## src/rtl/mem_arbiter_pkg.sv

```systemverilog
// Shared definitions for the I/D-cache memory arbiter and its integrators.
package mem_arbiter_pkg;

  // Default block address width and memory block width
  localparam int DEF_ADDR_W = 28;
  localparam int DEF_DATA_W = 128;

  // Arbiter sequencing states
  typedef enum logic [1:0] {
    IDLE   = 2'd0,
    BUSY_I = 2'd1,
    BUSY_D = 2'd2,
    DONE   = 2'd3
  } arb_state_e;

endpackage : mem_arbiter_pkg

```

## src/rtl/mem_arbiter.sv

```systemverilog
// Two-client (I-cache / D-cache) round-robin arbiter in front of a single
// block memory port. One transaction in flight; request fields are latched
// at grant and held on the memory side until mem_ready.
module mem_arbiter
  import mem_arbiter_pkg::*;
#(
  parameter int ADDR_W = DEF_ADDR_W,
  parameter int DATA_W = DEF_DATA_W
) (
  input  logic              clk,
  input  logic              proc_reset_n,
  // I-cache port
  input  logic              i_mem_read,
  input  logic [ADDR_W-1:0] i_mem_addr,
  output logic [DATA_W-1:0] i_mem_rdata,
  output logic              i_mem_ready,
  // D-cache port
  input  logic              d_mem_read,
  input  logic              d_mem_write,
  input  logic [ADDR_W-1:0] d_mem_addr,
  input  logic [DATA_W-1:0] d_mem_wdata,
  output logic [DATA_W-1:0] d_mem_rdata,
  output logic              d_mem_ready,
  // Memory port
  output logic              mem_read,
  output logic              mem_write,
  output logic [ADDR_W-1:0] mem_addr,
  output logic [DATA_W-1:0] mem_wdata,
  input  logic [DATA_W-1:0] mem_rdata,
  input  logic              mem_ready
);

  arb_state_e        state_q;
  logic              last_d_q;     // 1: D was served most recently
  logic              mem_read_q;
  logic              mem_write_q;
  logic [ADDR_W-1:0] mem_addr_q;
  logic [DATA_W-1:0] mem_wdata_q;

  logic d_req;
  logic grant_d;
  logic grant_i;

  // Grant decision in IDLE: D wins when alone or when I was served last
  always_comb begin
    d_req   = d_mem_read | d_mem_write;
    grant_d = (state_q == IDLE) && d_req && (!i_mem_read || !last_d_q);
    grant_i = (state_q == IDLE) && i_mem_read && !grant_d;
  end

  // Arbiter FSM with registered memory-side request
  always_ff @(posedge clk or negedge proc_reset_n) begin
    if (!proc_reset_n) begin
      state_q     <= IDLE;
      last_d_q    <= 1'b0;
      mem_read_q  <= 1'b0;
      mem_write_q <= 1'b0;
      mem_addr_q  <= '0;
      mem_wdata_q <= '0;
    end else begin
      case (state_q)
        IDLE: begin
          if (grant_d) begin
            state_q     <= BUSY_D;
            last_d_q    <= 1'b1;
            // read+write together is treated as a write
            mem_write_q <= d_mem_write;
            mem_read_q  <= ~d_mem_write;
            mem_addr_q  <= d_mem_addr;
            mem_wdata_q <= d_mem_wdata;
          end else if (grant_i) begin
            state_q     <= BUSY_I;
            last_d_q    <= 1'b0;
            mem_read_q  <= 1'b1;
            mem_write_q <= 1'b0;
            mem_addr_q  <= i_mem_addr;
          end
        end
        BUSY_I, BUSY_D: begin
          if (mem_ready) begin
            state_q     <= DONE;
            mem_read_q  <= 1'b0;
            mem_write_q <= 1'b0;
          end
        end
        // One dead cycle hides the just-served client's stale request
        DONE:    state_q <= IDLE;
        default: state_q <= IDLE;
      endcase
    end
  end

  // Completion is steered combinationally to the client being served
  always_comb begin
    i_mem_ready = (state_q == BUSY_I) && mem_ready;
    d_mem_ready = (state_q == BUSY_D) && mem_ready;
    i_mem_rdata = mem_rdata;
    d_mem_rdata = mem_rdata;
  end

  assign mem_read  = mem_read_q;
  assign mem_write = mem_write_q;
  assign mem_addr  = mem_addr_q;
  assign mem_wdata = mem_wdata_q;

endmodule : mem_arbiter

```

## config.mk

```make
export PLATFORM = sky130hd
export DESIGN_NAME = mem_arbiter
export DESIGN_NICKNAME = d
export VERILOG_FILES = /design/src/rtl/mem_arbiter_pkg.sv /design/src/rtl/mem_arbiter.sv
export SDC_FILE = /design/constraint.sdc
export NUM_CORES = 1
export LEC_CHECK = 0
export ABC_AREA = 0
export ABC_CLOCK_PERIOD_IN_PS = 2600
export CORE_AREA = 2 2 285 287
export CTS_CLUSTER_DIAMETER = 60
export DETAILED_ROUTE_END_ITERATION = 8
export DIE_AREA = 0 0 287 289
export DONT_BUFFER_PORTS = 1
export PLACE_DENSITY = 0.3
export SYNTH_ARGS = -nofsm -noshare
export SYNTH_HDL_FRONTEND = slang
export SYNTH_SLANG_ARGS = --single-unit
```

## constraint.sdc

```tcl
create_clock -name clk -period 2.6 [get_ports clk]
set_input_delay 0.13 -clock clk [delete_from_list [all_inputs] [get_ports clk]]
set_output_delay 0.13 -clock clk [all_outputs]
set_load 0.05 [all_outputs]
```

==> results.md <==
- Count of pins over their slew limit: 0
- Net Sw Power: 8.24 mW
- Post-Syn Instances: 721
- Largest net degree at the start of global routing: 162
- Max rail drop VDD: 645 µV
- F_max: 0.410 GHz
- Num rows: 104
- Post-synth cell types: 32
- Slew margin rel.: 0.433
- Clk buf depth: 2
- Status: finished with violations
- Syn avg cell area: 11.7 µm²
- CTS root buffer: clkbuf_16
- Power Density: 1480 mW/mm²
- # nets final: 975
- Register area: 0.00403 mm²
- CTS Buf Count: 17
- H-tree depth: 4
- GRT Residual Overflow: 0
- Leakage: 3.86 nW
- YS warnings: 0
- Clk_skew: 0.0172 ns
- Critical path required time: 2.96 ns
- Die H: 289 µm
- Clock Sinks: 161
- Total of max-cap violations: 0
- Met2 usage in global routing: 0.104
- Clk pin slew, worst setup/hold paths: 0.08 ns
- Place WS: 0.319 ns
- Synth Cell Area: 0.00841 mm²
- Pre-antenna DRT Iters: 6
- Top Usage Layer GRT: met2
- Fin crit share: 0.937
- Starting DRT DRC Count: 136
- Switching Fraction: 0.540
- Commonest non-fill, non-tap cell in the layout: dlygate4sd3_1
- Post-CTS sizing: 0
- Final wirelength: 27.4 mm
- Layout area overhead: 22.3%
- RSZ-0062 raised after global routing: no
- Async set-reset flop share out of synthesis: 1.00
- Post-synth net total: 1043
- Main synth FF type: dfrtp_1
- Met3 usage: 0.0408
- Internal power: 7.03 mW
- Fin. Hold Viols: 161
- Final antenna-violating net count: 0
- Routability Congestion: 0.692
- CP endpoint kind: flip-flop
- Max FO, Critical Path: 18
- Via count: 4887
- IO Port Bufs: 0
- Initial Utilization: 0.105
- CP max-delay cell: dlygate4sd3_1
- Post CTS Setup Buffer Count: 0
- CP startpoint kind: flip-flop
- Failing checks: negative hold slack
- Global-route wire length before repair: 38.2 mm
- M1 GR Usage: 0.0606
- Die X: 287 µm
- Area of the multi-input gates: 0.00226 mm²
- Tmin final: 2.44 ns
- Top-area cell type share of the netlist area: 0.479
- Cell taking the most area after synthesis: dfrtp_1
- DRC: 0
- Fill count: 9040
- CP max stage delay: 0.55 ns
- Hold slack: -0.670 ns
- Hold Path Class: in -> async
- Hold_buf cts: 188
- Area contributors post-synth: dfrtp_1, buf_4, mux2_1
- Gr usage total: 0.0658
- Sequential share of the synthesized area: 0.479
- Skew-Pair Late Insertion Delay: 0.48 ns
- Clock power frac: 0.183
- Drt via density: 2.83
- Die area: 0.0829 mm²
- Commonest cells after routing, fill and taps aside: dlygate4sd3_1, dfrtp_1, mux2_1
- Finish-stage setup viols: 0
- Comb pwr share: 0.211
- Wire per inst: 15.9 µm
- CTS tree: yes
- Setup TNS: 0 ns
- #FFs+latches synth: 161
- Core Box Area: 0.0799 mm²
- Worst setup margin: 0.163 ns
- Vias in the first global route: 5404
- Number of flops mapped to enable cells by yosys: 0
- Worst path arrival time: 2.80 ns
- Layout cells sized above 1: 0.0751
- Final HPWL DP: 20.1 mm
- Worst path cell trace: inv_1 -> ha_1 -> o31ai_4 -> buf_4 -> a31oi_1 -> a21oi_1 -> dlygate4sd3_1
- Worst Max-Slew Pin Slew: 0.850 ns
- Initial antenna violation count: 14
- Ports: 734
- Worst Setup Path Type: reg -> reg
- Seq pwr share: 0.606
==> flip-flops by register name, indices dropped and copies added (netlist names) <==
register and count:
mem_wdata 128, state_q 2, mem_write 1, mem_addr 28, mem_read 1, last_d_q 1
==> cell type report <==
cell class	instances	share of cell area
Multi-Input combinational cell	269	0.219
Inverter	3	0.00109
Antenna cell	2	0.000486
Sequential cell	161	0.391
Clock inverter	12	0.0163
Tap cell	1060	0.129
Timing Repair Buffer	201	0.198
Clock buffer	20	0.0444
==> metrics by stage <==
stage               hold slack [ns]  instances  power, mW  utilization  instance area [µm²]
CTS                          -0.740       1726       15.6        0.129                10300
global route                 -0.724       1728       16.1        0.129                10300
floorplan                    -0.166        721       12.0            -                 8410
global placement             -0.160       1506       12.0       0.0974                 7780
detailed placement           -0.160       1506       12.0       0.0974                 7780
finish                       -0.670       1728       15.3        0.129                10300
==> path summary, 6_finish.rpt <==
kind                                         from  cells after the start  slack, ns                          to
min in group clk                      d_mem_write                      2       0.07        last_d_q$_DFFE_PN0P_
min reg2reg                  last_d_q$_DFFE_PN0P_                      1       0.55        last_d_q$_DFFE_PN0P_
max reg2reg                state_q[1]$_DFFE_PN0P_                      7       0.16    mem_addr[24]$_DFFE_PN0P_
min                                  proc_reset_n                      0      -0.67  mem_wdata[118]$_DFFE_PN0P_
max                        state_q[1]$_DFFE_PN0P_                      7       0.16    mem_addr[24]$_DFFE_PN0P_
max in group asynchronous            proc_reset_n                      0       2.94  mem_wdata[105]$_DFFE_PN0P_
==> power by group through the flow <==
stage | Sequential [mW] | Combinational [mW] | Clock [mW]
global route | 9.48 | 3.61 | 3.04
CTS | 9.36 | 3.28 | 2.99
global placement | 9.46 | 2.55 | 0
detailed placement | 9.41 | 2.64 | 0
floorplan | 8.83 | 3.19 | 0
finish | 9.26 | 3.21 | 2.79
==> logic make-up (layout without fill, tap and decap cells) <==
family / count (synthesis) / in the layout / synth area share
buffers and inverters: 291 / 236 / 0.256
AOI/OAI and AO/OA: 97 / 97 / 0.0660
adders and majority gates: 4 / 4 / 0.00595
other: 0 / 2 / 0
and+or+nand+nor: 38 / 38 / 0.0193
DFF: 161 / 161 / 0.479
muxes: 130 / 130 / 0.174
==> synthesized netlist by cell type, drive strengths merged, types with 2 or more instances <==
| library cell | instances |
|---|---|
| and2 | 2 |
| inv | 3 |
| nor2b | 2 |
| o21ai | 28 |
| clkbuf | 7 |
| nor2 | 31 |
| a31oi | 30 |
| a21oi | 29 |
| dfrtp | 161 |
| mux2 | 129 |
| ha | 4 |
| buf | 281 |
==> metal layers <==
metal	share of wire	vias to the layer above	routed length, µm
met5	0.0026	-	71
met4	0.058	10	1600
met3	0.14	124	3720
met2	0.47	352	13000
met1	0.33	2358	9000
li1	-	2043	-
==> worst max-delay path, delay by kind of cell, from the launching register on <==
family	cells	cell delay [ns]
buf+inv	3	0.93
compound gates	3	0.64
flops	1	0.39
fa+ha+maj	1	0.35
Note: power is estimated with default switching activity, not from simulation.
